--- config.mk ---
export PLATFORM = sky130hd
export DESIGN_NAME = cmd_responder_flat
export DESIGN_NICKNAME = d
export VERILOG_FILES = /design/src/rtl/cmd_responder_if.sv /design/src/rtl/cmd_responder.sv /design/src/flat_wrapper.sv
export SDC_FILE = /design/constraint.sdc
export NUM_CORES = 1
export LEC_CHECK = 0
export BUFFER_PORTS_ARGS = -buffer_cell sky130_fd_sc_hd__buf_4
export CAP_MARGIN = 20
export CORE_MARGIN = 2
export CORE_UTILIZATION = 55
export DETAILED_ROUTE_END_ITERATION = 12
export GPL_ROUTABILITY_DRIVEN = 0
export PLACE_DENSITY = 0.79
export SLEW_MARGIN = 20
export SYNTH_ARGS = -nofsm -noshare
export SYNTH_HDL_FRONTEND = slang
export SYNTH_SLANG_ARGS = --single-unit
--- constraint.sdc ---
create_clock -name clk -period 5.75 [get_ports clk]
set_input_delay 0.575 -clock clk [delete_from_list [all_inputs] [get_ports clk]]
set_output_delay 0.575 -clock clk [all_outputs]
set_load 0.03 [all_outputs]
--- src/rtl/cmd_responder_if.sv ---
// cmd_responder_if: groups the byte stream and register-bus signals of the
// RS422 command responder.
//
// Signals:
//   newrxstrobe, rxbyte  - byte stream from serialrx (1-cycle strobe + data)
//   xmit, txchar         - 1-cycle push of one byte into the serialtx FIFO
//   reg_addr, reg_wdata  - register bus address / write data
//   reg_we, reg_re       - 1-cycle write / read strobes
//   reg_rdata            - read data, valid the cycle after reg_re
//   frame_active         - high while the responder is busy with a frame
//   err_count            - saturating protocol error count
//
// Handshake semantics: there is no backpressure anywhere. newrxstrobe, xmit,
// reg_we and reg_re are single-cycle qualifiers; the data that goes with each
// is valid only in the cycle its qualifier is high (reg_rdata: the cycle
// after reg_re). The host never has more than one command outstanding.
//
// Modports: slave = the responder, master = the environment (serialrx,
// serialtx FIFO and register file).
interface cmd_responder_if;
  logic       newrxstrobe;
  logic [7:0] rxbyte;
  logic       xmit;
  logic [7:0] txchar;
  logic [7:0] reg_addr;
  logic [7:0] reg_wdata;
  logic       reg_we;
  logic       reg_re;
  logic [7:0] reg_rdata;
  logic       frame_active;
  logic [7:0] err_count;

  modport slave (
    input  newrxstrobe, rxbyte, reg_rdata,
    output xmit, txchar, reg_addr, reg_wdata, reg_we, reg_re,
           frame_active, err_count
  );

  modport master (
    output newrxstrobe, rxbyte, reg_rdata,
    input  xmit, txchar, reg_addr, reg_wdata, reg_we, reg_re,
           frame_active, err_count
  );
endinterface

--- src/rtl/cmd_responder.sv ---
// cmd_responder: parses fixed-length read ('R' addr) and write ('W' addr data)
// frames from the host, drives a simple register bus, and queues the reply
// bytes into the serial transmitter FIFO. Unknown opcodes get '?' and bump a
// saturating error counter; stalled partial frames are dropped after
// TIMEOUT_CYCLES idle cycles.
//
// Ports:
//   clk        - system clock (40 MHz)
//   reset      - synchronous, active-high
//   bus        - cmd_responder_if.slave (byte stream, register bus, status)
//   dbg_state  - current FSM state encoding (state_t), for observation only
//
// Every output is a flop: the output registers are loaded from the next-state
// decode, so a strobe belonging to state S is high exactly while the state
// register holds S.
module cmd_responder #(
  parameter int TIMEOUT_CYCLES = 400000,
  parameter int TO_W           = 19
) (
  input  logic                 clk,
  input  logic                 reset,
  cmd_responder_if.slave       bus,
  output logic [3:0]           dbg_state
);

  typedef enum logic [3:0] {
    IDLE   = 4'd0,
    R_ADDR = 4'd1,
    RD_REQ = 4'd2,
    RD_CAP = 4'd3,
    TX_A   = 4'd4,
    TX_D   = 4'd5,
    W_ADDR = 4'd6,
    W_DATA = 4'd7,
    WR     = 4'd8,
    ACK    = 4'd9,
    NAK    = 4'd10
  } state_t;

  localparam logic [7:0]      OP_READ  = 8'h52;
  localparam logic [7:0]      OP_WRITE = 8'h57;
  localparam logic [7:0]      RSP_ACK  = 8'h4B;
  localparam logic [7:0]      RSP_NAK  = 8'h3F;
  localparam logic [TO_W-1:0] TO_LAST  = TO_W'(TIMEOUT_CYCLES - 1);

  state_t          state, state_next;
  logic [TO_W-1:0] to_cnt, to_next;
  logic [7:0]      rd_q, rd_next;
  logic [7:0]      addr_next, wdata_next, txchar_next, err_next;
  logic            err_evt;
  logic            receiving;
  logic            timed_out;

  always_comb begin
    state_next  = state;
    to_next     = '0;
    addr_next   = bus.reg_addr;
    wdata_next  = bus.reg_wdata;
    rd_next     = rd_q;
    err_evt     = 1'b0;
    txchar_next = bus.txchar;
    err_next    = bus.err_count;

    receiving = (state == R_ADDR) || (state == W_ADDR) || (state == W_DATA);
    // A strobe in the same cycle as the timeout takes priority.
    timed_out = receiving && !bus.newrxstrobe && (to_cnt == TO_LAST);

    case (state)
      IDLE: begin
        if (bus.newrxstrobe) begin
          if (bus.rxbyte == OP_READ) begin
            state_next = R_ADDR;
          end else if (bus.rxbyte == OP_WRITE) begin
            state_next = W_ADDR;
          end else begin
            state_next = NAK;
            err_evt    = 1'b1;
          end
        end
      end
      R_ADDR: begin
        if (bus.newrxstrobe) begin
          addr_next  = bus.rxbyte;
          state_next = RD_REQ;
        end
      end
      RD_REQ: state_next = RD_CAP;
      RD_CAP: begin
        rd_next    = bus.reg_rdata;
        state_next = TX_A;
      end
      TX_A:   state_next = TX_D;
      TX_D:   state_next = IDLE;
      W_ADDR: begin
        if (bus.newrxstrobe) begin
          addr_next  = bus.rxbyte;
          state_next = W_DATA;
        end
      end
      W_DATA: begin
        if (bus.newrxstrobe) begin
          wdata_next = bus.rxbyte;
          state_next = WR;
        end
      end
      WR:      state_next = ACK;
      ACK:     state_next = IDLE;
      NAK:     state_next = IDLE;
      default: state_next = IDLE;
    endcase

    // Timeout counter: cleared on entry (it rests at zero outside the
    // receiving states) and on every accepted strobe.
    if (timed_out) begin
      state_next = IDLE;
      err_evt    = 1'b1;
    end else if (receiving && !bus.newrxstrobe) begin
      to_next = to_cnt + 1'b1;
    end

    // Strobes that arrive while the block is busy replying are discarded.
    if (bus.newrxstrobe && !receiving && (state != IDLE)) begin
      err_evt = 1'b1;
    end

    if (err_evt && (bus.err_count != 8'hFF)) begin
      err_next = bus.err_count + 8'd1;
    end

    case (state_next)
      TX_A:    txchar_next = bus.reg_addr;
      TX_D:    txchar_next = rd_q;
      ACK:     txchar_next = RSP_ACK;
      NAK:     txchar_next = RSP_NAK;
      default: txchar_next = bus.txchar;
    endcase
  end

  always_ff @(posedge clk) begin
    if (reset) begin
      state            <= IDLE;
      to_cnt           <= '0;
      rd_q             <= 8'h00;
      bus.xmit         <= 1'b0;
      bus.txchar       <= 8'h00;
      bus.reg_addr     <= 8'h00;
      bus.reg_wdata    <= 8'h00;
      bus.reg_we       <= 1'b0;
      bus.reg_re       <= 1'b0;
      bus.frame_active <= 1'b0;
      bus.err_count    <= 8'h00;
    end else begin
      state            <= state_next;
      to_cnt           <= to_next;
      rd_q             <= rd_next;
      bus.xmit         <= (state_next == TX_A) || (state_next == TX_D) ||
                          (state_next == ACK)  || (state_next == NAK);
      bus.txchar       <= txchar_next;
      bus.reg_addr     <= addr_next;
      bus.reg_wdata    <= wdata_next;
      bus.reg_we       <= (state_next == WR);
      bus.reg_re       <= (state_next == RD_REQ);
      bus.frame_active <= (state_next != IDLE);
      bus.err_count    <= err_next;
    end
  end

  assign dbg_state = state;

endmodule
--- src/flat_wrapper.sv ---
// flat-port wrapper written by rule: the top's interface ports become plain ports
module cmd_responder_flat 
#(
  parameter int TIMEOUT_CYCLES = 400000,
  parameter int TO_W           = 19
)
  (clk, reset, dbg_state, bus_newrxstrobe, bus_rxbyte, bus_reg_rdata, bus_xmit, bus_txchar, bus_reg_addr, bus_reg_wdata, bus_reg_we, bus_reg_re, bus_frame_active, bus_err_count);
  cmd_responder_if bus_i ();
  input  logic clk;
  input  logic reset;
  output logic [3:0] dbg_state;
  input wire logic [$bits(bus_i.newrxstrobe)-1:0] bus_newrxstrobe;
  input wire logic [$bits(bus_i.rxbyte)-1:0] bus_rxbyte;
  input wire logic [$bits(bus_i.reg_rdata)-1:0] bus_reg_rdata;
  output wire logic [$bits(bus_i.xmit)-1:0] bus_xmit;
  output wire logic [$bits(bus_i.txchar)-1:0] bus_txchar;
  output wire logic [$bits(bus_i.reg_addr)-1:0] bus_reg_addr;
  output wire logic [$bits(bus_i.reg_wdata)-1:0] bus_reg_wdata;
  output wire logic [$bits(bus_i.reg_we)-1:0] bus_reg_we;
  output wire logic [$bits(bus_i.reg_re)-1:0] bus_reg_re;
  output wire logic [$bits(bus_i.frame_active)-1:0] bus_frame_active;
  output wire logic [$bits(bus_i.err_count)-1:0] bus_err_count;
  assign bus_i.newrxstrobe = bus_newrxstrobe;
  assign bus_i.rxbyte = bus_rxbyte;
  assign bus_i.reg_rdata = bus_reg_rdata;
  assign bus_xmit = bus_i.xmit;
  assign bus_txchar = bus_i.txchar;
  assign bus_reg_addr = bus_i.reg_addr;
  assign bus_reg_wdata = bus_i.reg_wdata;
  assign bus_reg_we = bus_i.reg_we;
  assign bus_reg_re = bus_i.reg_re;
  assign bus_frame_active = bus_i.frame_active;
  assign bus_err_count = bus_i.err_count;
  cmd_responder #(.TIMEOUT_CYCLES(TIMEOUT_CYCLES), .TO_W(TO_W)) u_core (.clk(clk), .reset(reset), .bus(bus_i), .dbg_state(dbg_state));
endmodule
* After elaboration in Yosys (flattened, before gate mapping)
Cells that the tools add are included. W data, S select, Z words.
Storage, ports and cells: bits in registers 67, input port bits 19, output and inout bits 40, word-level logic and storage cells 66
Cells by class: add/subtract/negate cells 2, equal/unequal tests 17, multiplexer cells 15, bitwise gates (word level) 1, reductions and logical operators 20
Operators with widths (count):
- $pmux W4 S8 | 1
- $pmux W8 S4 | 1
- $mux W4 | 7
- $eq A4 B3 Y1 const B | 5
- $add A19 B1 Y19 const B | 1
- $eq A19 B19 Y1 const B | 1
- $eq A4 B4 Y1 const B | 4
- $eq A8 B7 Y1 const B | 2
- $eq A4 B2 Y1 const B | 3
- $reduce_bool A4 Y1 | 3
- $add A8 B1 Y8 const B | 1
- $ne A8 B8 Y1 const B | 1
- $mux W1 | 6
- $logic_and A1 B1 Y1 | 5
- $logic_or A1 B1 Y1 | 5
- $eq A4 B1 Y1 const B | 1
- $logic_not A4 Y1 | 1
- $reduce_and A2 Y1 | 2
- $reduce_or A3 Y1 | 1
- $logic_not A1 Y1 | 2
- $reduce_or A2 Y1 | 1
- $not A1 Y1 | 1

* Logic depth before layout (Yosys ltp)
Gate-level depths: netlist of run 1.
depth after elaboration 10, gate-level depth with buffers 7, depth with buffers taken out 6

* Worst setup path after synthesis of run 1
Ideal clock, no wire load.
path kind flip-flop to flip-flop, start reg u_core.state[0] (netlist: u_core.dbg_state[0]), end reg u_core.bus.err_count[2] (netlist name), library setup time 0.123 ns, data arrival time 2.195 ns, required time 5.627 ns, path slack 3.432 ns, stages on the path, launching flop included 7, path buffers 1, clock period less this slack 2.318 ns, path through dfxtp_1 -> or3b_1 -> and2_4 -> or4b_1 -> buf_4 -> a21boi_2 -> mux2_1
On the way: cells in the longest elaborated chain, start to end 8, elaborated cells between the ends (all ways) 16, those cells by class eq/ne (3); mux (3); reduce/logical (10)
RTL lines:
- start: declaration | RTL line cmd_responder.sv:46 | state_t state, state_next;
- start signal: assignment | RTL line cmd_responder.sv:153 | state <= state_next;
- $eq A4 B1 Y1 / $eq A4 B3 Y1 (equally long branches) | RTL line cmd_responder.sv:64 | receiving = (state == R_ADDR) || (state == W_ADDR) || (state == W_DATA);
- $logic_or A1 B1 Y1 (2 in series) | RTL line cmd_responder.sv:64
- $logic_and A1 B1 Y1 / $logic_not A1 Y1 (equally long branches) | RTL line cmd_responder.sv:66, cmd_responder.sv:122
- $logic_and A1 B1 Y1, on equally long branches | RTL line cmd_responder.sv:66, cmd_responder.sv:122
- $mux W1 / $logic_and A1 B1 Y1 (equally long branches) | RTL line cmd_responder.sv:114, cmd_responder.sv:122
- $mux W1 (*) | RTL line cmd_responder.sv:122 | if (bus.newrxstrobe && !receiving && (state != IDLE)) begin
- $logic_and A1 B1 Y1 (*) | RTL line cmd_responder.sv:126 | if (err_evt && (bus.err_count != 8'hFF)) begin
- end signal: assignment | RTL line cmd_responder.sv:164 | bus.err_count <= err_next;
- end: declaration | RTL line cmd_responder_if.sv:36 | frame_active, err_count
Every way passes the cells marked *; elsewhere a longest branch is shown, timed or not. A chain may end at the register's enable or synchronous reset.

* Final worst setup path of run 1
start reg u_core.state[2] (netlist: u_core.dbg_state[2]), end reg u_core.bus.err_count[4] (netlist name)
Same word-level chain as after synthesis.

==> results of run 1 <==
-- sequential cells by signal, indices dropped and copies added, names as in the netlist --
signal                   cells
u_core.bus.reg_addr          8
u_core.rd_q                  8
u_core.bus.reg_re            1
u_core.bus.reg_wdata         8
u_core.bus.txchar            8
u_core.bus.xmit              1
u_core.dbg_state             4
u_core.bus.err_count         8
u_core.to_cnt               19
u_core.bus.reg_we            1
u_core.bus.frame_active      1
-- Yosys cell counts (3+ instances only) --
master | instances | area share
a211oi_1 | 8 | 0.018
a21oi_1 | 8 | 0.012
a21oi_2 | 3 | 0.0081
a221oi_1 | 4 | 0.011
a31oi_1 | 3 | 0.0058
a41oi_1 | 4 | 0.011
and2_1 | 4 | 0.0077
and3_1 | 4 | 0.0077
buf_1 | 3 | 0.0035
clkbuf_1 | 12 | 0.014
dfxtp_1 | 67 | 0.41
inv_1 | 13 | 0.015
mux2_1 | 5 | 0.017
mux2i_1 | 29 | 0.089
nand2_1 | 14 | 0.016
nand2b_1 | 4 | 0.0077
nand3_1 | 18 | 0.028
nand4_1 | 7 | 0.013
nor2_1 | 61 | 0.070
nor2b_1 | 13 | 0.025
nor3_1 | 5 | 0.0077
nor4_1 | 5 | 0.0096
nor4bb_1 | 3 | 0.0092
o22ai_1 | 5 | 0.0096
or3_1 | 3 | 0.0058
xnor2_1 | 8 | 0.021
xor2_1 | 11 | 0.030
-- metal layers --
layer / part of all wire / GRT usage
met5: 0 / 0
met4: 0.012 / 0.0831
met3: 0.056 / 0.0589
met2: 0.45 / 0.370
met1: 0.48 / 0.321
-- metrics by stage --
step | hold slack, ns | instances | setup slack, ns
final | 0.460 | 499 | 3.13
after global routing | 0.466 | 499 | 2.89
after CTS | 0.458 | 499 | 3.16
after detailed placement | 0.451 | 483 | 3.15
after global placement | 0.444 | 483 | 3.21
after floorplan | 0.430 | 367 | 3.43
-- critical path, stage by stage, from the launching register on --
cell and delay (ns):
dfxtp_1 0.84, nand2_1 0.18, and2_4 0.23, or4b_1 0.72, a21oi_2 0.19, mux2_1 0.33
-- worst min path at each step --
stage	end	slack, ns	depth (start not counted)
after floorplan	u_core.to_cnt[0]	0.43	1
after global placement	u_core.to_cnt[0]	0.44	1
after detailed placement	u_core.to_cnt[0]	0.45	1
after CTS	u_core.rd_q[2]	0.46	3
after global routing	u_core.rd_q[2]	0.47	3
final	u_core.rd_q[2]	0.46	3
-- cell families (layout without fill, tap and decap cells) --
family,after synthesis,count (layout),share of synthesized area
compound gates,59,59,0.141
xor+xnor,19,19,0.0510
fa+ha+maj,2,2,0.00767
buf+inv,31,88,0.0376
flops,67,67,0.411
mux,34,34,0.106
simple gates,155,155,0.245
-- layout make-up --
type                    count  area (sq um)
clock buffers              10           138
multi-input cells         269          1800
inverters                  13          48.8
clock inverters             6          41.3
well taps                  75          93.8
repair buffers             59           443
fillers                   517          1910
flip-flops and latches     67          1340
-- where the power goes --
group	internal (mW)	leakage, nW	total, mW	switching, mW
sequential	0.520	0.543	0.597	0.0771
clock	0.167	0.0843	0.350	0.183
combinational	0.216	0.915	0.541	0.325
==> summary.txt, run 1 <==
Status
  – Status: complete, no violations

Synth
  – Warnings, synthesis: 0
  – Async set-reset flop share out of synthesis: 0
  – Syn_area_per_cell: 8.89 sq um
  – Post-Synthesis Cells: 367
  – EDFF count, synth: 0
  – Register bit count reported by yosys: 67
  – Post-synth top flop: dfxtp_1
  – Sequential cell area fraction in the yosys report: 0.411
  – Synth cell types: 59
  – Mapped cell area: 3260 sq um
  – Syn Nets: 388

Drt
  – Iter 0 DRT Violations: 169
  – Via count: 2819
  – Routed Antenna Nets: 0
  – Via density per instance: 5.65
  – Drt total wl: 7220 um
  – WL per Instance: 14.5 um
  – Detailed-route DRC error count: 0
  – Drt pass-1 iters: 4

Clocking
  – CTS tree: yes
  – CTS Hold Bufs: 0
  – Postcts setup bufs: 0
  – Clock root cell: clkbuf_8
  – Clk_lat worst skew: 0.35 ns
  – Clk pin slew, worst setup/hold paths: 0.08 ns
  – CTS Buffer Depth: 2
  – Post-cts resize count: 0
  – Number of CTS-inserted buffers: 9
  – CTS H-tree depth: 3
  – Clock Sinks: 67

Final layout
  – Most common cell after layout, fill and taps aside: dfxtp_1
  – Fin nets: 440
  – Commonest cells after routing, fill and taps aside: dfxtp_1 (67), nor2_1 (61), buf_4 (59)
  – Final core occ: 0.671
  – Antenna Diode Count: 0
  – Layout cells sized above 1: 0.212
  – Area Overhead vs Synth: 19.7%
  – Post-layout instance area: 3910 sq um

Floorplanning
  – # rows: 28
  – Initial core utilization: 0.561
  – Core area: 5820 sq um
  – Die area: 6570 sq um
  – Die width: 81.0 um
  – Die height: 81.0 um
  – I/O pin cnt: 59

Critical path
  – Arr. time, crit path: 2.85 ns
  – Critical Path Start: u_core.dbg_state[2]
  – Flop-to-flop setup slack: 3.13 ns
  – Crit path to: u_core.bus.err_count[4]
  – Startpoint Class: register
  – Crit Path Class: register to register
  – Critical R2R Launch: u_core.dbg_state[2]
  – CP endpoint kind: register
  – Data required time of the critical path: 5.98 ns
  – Critical Path Fanout Max: 26
  – FF-to-FF End: u_core.bus.err_count[4]
  – Cell count of the worst reg-to-reg path: 5

Global route
  – All-Layer GR Usage: 0.238
  – GRT Residual Overflow: 0
  – Vias in the first global route: 2583
  – Global-route wire length before repair: 12100 um
  – Initial antenna violation count: 0
  – Largest net degree at the start of global routing: 55

Hold path
  – Hold_sp: bus_reg_rdata[2]
  – Worst hold path type: input port to register

Timing
  – Worst-margin pin slew: 0.815 ns
  – Clk_skew: 0.00884 ns
  – Final hold viol count: 0
  – Minimum clock period: 2.62 ns
  – Peak Freq: 382 MHz
  – Worst slew margin: 0.453
  – TNS Setup: 0 ns
  – RSZ-0062 raised after global routing: false
  – Final worst-path cycle share: 0.455
  – Final Max Tran Viols: 0
  – # setup viols final: 0

Placed design
  – Buffers on Ports: 58
  – HPWL Detailed: 5050 um
  – Placed cell area: 3730 sq um

Power
  – Leak: 1.54 nW
  – Worst vdd ir: 0.000272 V
  – Total power: 1.49 mW
  – Power Dens Cells: 381 nW/um^2

Job
  – Max cap viols: 0
(Power assumes the default switching activity.)
==> run 2, diff against run 1 <==
--- a/config.mk
+++ b/config.mk
@@ -5,6 +5,7 @@
 export SDC_FILE = /design/constraint.sdc
 export NUM_CORES = 1
 export LEC_CHECK = 0
+export ABC_AREA = 1
 export BUFFER_PORTS_ARGS = -buffer_cell sky130_fd_sc_hd__buf_4
 export CAP_MARGIN = 20
 export CORE_MARGIN = 2
==> constraint.sdc (replaced) <==
create_clock -name clk -period 2.59 [get_ports clk]
set_input_delay 0.259 -clock clk [delete_from_list [all_inputs] [get_ports clk]]
set_output_delay 0.259 -clock clk [all_outputs]
set_load 0.03 [all_outputs]
==> run 2 against run 1 <==
  * Clock power grew 150%
  * Design area decreased by 1.3%
  * Clock-buffer cell count did not move
  * Critical path type unchanged
  * Critical endpoint is now u_core.bus.txchar[7]
==> summary.txt, run 2 <==
Hold path
  – Worst hold path type: input port to register

Critical path
  – Arr. time, crit path: 2.12 ns (-0.73 ns)
  – Most Frequent Cell on Critical Path: nand2_1
  – CP endpoint kind: register
  – Crit-path cells: inv_2, nor2_2, nand2_1, nand2_1, inv_1, nand2_1, nor2_1, a21oi_1, a21oi_1
  – Data required time of the critical path: 2.81 ns (-3.17 ns)
  – Crit Path Class: register to register
  – Slowest stage delay, CP: 0.38 ns (-0.46 ns)
  – Critical Path Fanout Max: 11 (-58%)
  – Startpoint Class: register
  – Critical path's slowest cell: dfxtp_1

Synth
  – Most numerous cell in the Yosys netlist: nand2_1
  – Post-Synthesis Cells: 446 (+22%)
  – Top cell type's share of synthesized area: 0.424 (+0.0132)
  – EDFF count, synth: 0 (unchanged)
  – Top cells by count, synth: nand2_1 (84), nor2_1 (77), dfxtp_1 (67), inv_1 (40), nand3_1 (36)
  – Post-synth top flop: dfxtp_1
  – Async set-reset flop share out of synthesis: 0 (unchanged)
  – Register bit count reported by yosys: 67 (unchanged)
  – Warnings, synthesis: 0 (unchanged)
  – Syn Nets: 467 (+20%)
  – Yosys top cell by area: dfxtp_1
  – Mapped cell area: 3160 sq um (-3.1%)
  – Ranking of synthesized cells by area: dfxtp_1 (42%), nand2_1 (10%), nor2_1 (9.1%)
  – Synth cell types: 33 (-44%)
  – Sequential cell area fraction in the yosys report: 0.424 (+0.0132)
  – Syn_area_per_cell: 7.09 sq um (-20%)

Final layout
  – Max FFs per register: 19 (unchanged)
  – Most flops, register: u_core.to_cnt
  – Layout cells sized above 1: 0.207 (-0.00523)
  – Post-layout instance area: 3850 sq um (-1.3%)
  – Most common cell after layout, fill and taps aside: nand2_1
  – Commonest cells after routing, fill and taps aside: nand2_1 (84), nor2_1 (77), dfxtp_1 (67)
  – Area Overhead vs Synth: 21.9%
  – Fin nets: 528 (+20%)
  – Antenna Diode Count: 0 (unchanged)

Power
  – Power Dens Cells: 933 nW/um^2 (+140%)
  – Worst vdd ir: 0.000543 V (+100%)
  – Leak: 1.72 nW (+12%)

Floorplanning
  – Core area: 5540 sq um (-4.7%)
  – I/O pin cnt: 59 (unchanged)
  – # rows: 27 (-3.6%)
  – Initial core utilization: 0.571 (+0.00958)
  – Die area: 6370 sq um (-3.0%)
  – Die width: 79.8 um (-1.5%)
  – Die height: 79.8 um (-1.5%)

Drt
  – Via density per instance: 5.25 (-7.1%)
  – Routed Antenna Nets: 0 (unchanged)
  – Drt total wl: 7400 um (+2.4%)
  – WL per Instance: 12.7 um (-12%)
  – Iter 0 DRT Violations: 128 (-24%)
  – Detailed-route DRC error count: 0 (unchanged)
  – Drt pass-1 iters: 4 (unchanged)
  – Via count: 3066 (+8.8%)

Timing
  – Clk_skew: 0.00821 ns (-0.000633 ns)
  – RSZ-0062 raised after global routing: false
  – Minimum clock period: 1.90 ns (-0.724 ns)
  – Final hold viol count: 0 (unchanged)
  – # setup viols final: 0 (unchanged)
  – Worst slew margin: 0.473 (+0.0200)
  – Peak Freq: 528 MHz (+38%)
  – Final worst-path cycle share: 0.732 (+0.276)
  – Final Max Tran Viols: 0 (unchanged)
  – TNS Setup: 0 ns (unchanged)
  – Worst-margin pin slew: 0.789 ns (-0.0264 ns)

Clocking
  – CTS Buffer Depth: 2 (unchanged)
  – Post-cts resize count: 0 (unchanged)
  – CTS tree: yes
  – CTS Hold Bufs: 0 (unchanged)
  – Clock Sinks: 67 (unchanged)
  – Clk_lat worst skew: 0.34 ns (about the same)
  – Number of CTS-inserted buffers: 9 (unchanged)
  – CTS H-tree depth: 3 (unchanged)
  – Clk pin slew, worst setup/hold paths: 0.07 ns (about the same)
  – Clock root cell: clkbuf_8
  – Postcts setup bufs: 0 (unchanged)

Placed design
  – HPWL Detailed: 5420 um (+7.4%)
  – Buffers on Ports: 58 (unchanged)
  – Placed cell area: 3650 sq um (-2.0%)

Status
  – Status: complete, no violations

Global route
  – Largest net degree at the start of global routing: 33 (-40%)
  – Vias in the first global route: 2752 (+6.5%)
  – All-Layer GR Usage: 0.242 (+0.00430)
  – GRT Residual Overflow: 0 (unchanged)
  – Initial antenna violation count: 0 (unchanged)
  – Global-route wire length before repair: 12100 um (+0.11%)

Job
  – Max cap viols: 0 (unchanged)
## run 2: cell count changes after synthesis, sizes merged, moves of 8 or more
cell / before / now
clkbuf: 12 / 4
nor2b: 13 / 0
a211oi: 8 / 0
a21oi: 11 / 32
nand3: 18 / 38
o21ai: 3 / 29
nand2: 14 / 88
inv: 13 / 50
mux2i: 29 / 0
nor2: 62 / 85
## run 2: cell families (layout without fill, tap and decap cells)
logic type      count (synthesis)  in the layout  synth area share
compound gates                 70             70             0.119
xor+xnor                       15             15            0.0416
fa+ha+maj                       2              2           0.00791
buf+inv                        60            126            0.0752
flops                          67             67             0.424
simple gates                  232            232             0.332
## run 2: worst paths after layout
path                            slack, ns                      to  cells past startpoint                start
worst min-delay path                 0.17  u_core.bus.reg_addr[1]                      3        bus_rxbyte[1]
worst min register to register       0.47        u_core.to_cnt[0]                      1     u_core.to_cnt[0]
worst max-delay path                 0.69    u_core.bus.txchar[7]                      9  u_core.dbg_state[2]
worst max register to register       0.69    u_core.bus.txchar[7]                      9  u_core.dbg_state[2]
## run 2: report_power, final
part | internal, mW | total (mW) | switching (mW) | leakage [nW]
registers | 1.19 | 1.31 | 0.123 | 0.544
logic | 0.476 | 1.41 | 0.935 | 1.08
clock network | 0.470 | 0.871 | 0.401 | 0.102
## run 2: area by class of cell
cell class	count	area, sq um
multi-input cells	319	1580
clock inverters	6	65.1
repair buffers	60	450
well taps	72	90.1
clock buffers	10	138
flip-flops and latches	67	1340
fillers	494	1690
inverters	50	188
## run 2: routing by layer
metal  wire length (um)  track usage  up-vias
li1                   -            -     1565
met1               3410        0.306     1412
met2               3560        0.410       77
met3                332       0.0419       12
met4                 95       0.0966        0
met5                  0            0        -
## run 2: critical path: cells and delay by family (launching register included)
family | cells | cell delay, ns
compound gates | 2 | 0.21
buf+inv | 2 | 0.17
flops | 1 | 0.38
simple gates | 5 | 1.01
## run 2: through the flow
step | hold slack (ns) | total power [mW] | instances | worst slack, ns | utilization
2_1_floorplan | 0.394 | 2.32 | 446 | 0.953 | -
3_3_place_gp | 0.444 | 2.71 | 568 | 0.797 | 0.659
3_5_place_dp | 0.450 | 2.73 | 568 | 0.753 | 0.659
4_1_cts | 0.164 | 3.60 | 584 | 0.723 | 0.696
5_1_grt | 0.165 | 3.82 | 584 | 0.390 | 0.696
6_report | 0.171 | 3.59 | 584 | 0.695 | 0.696
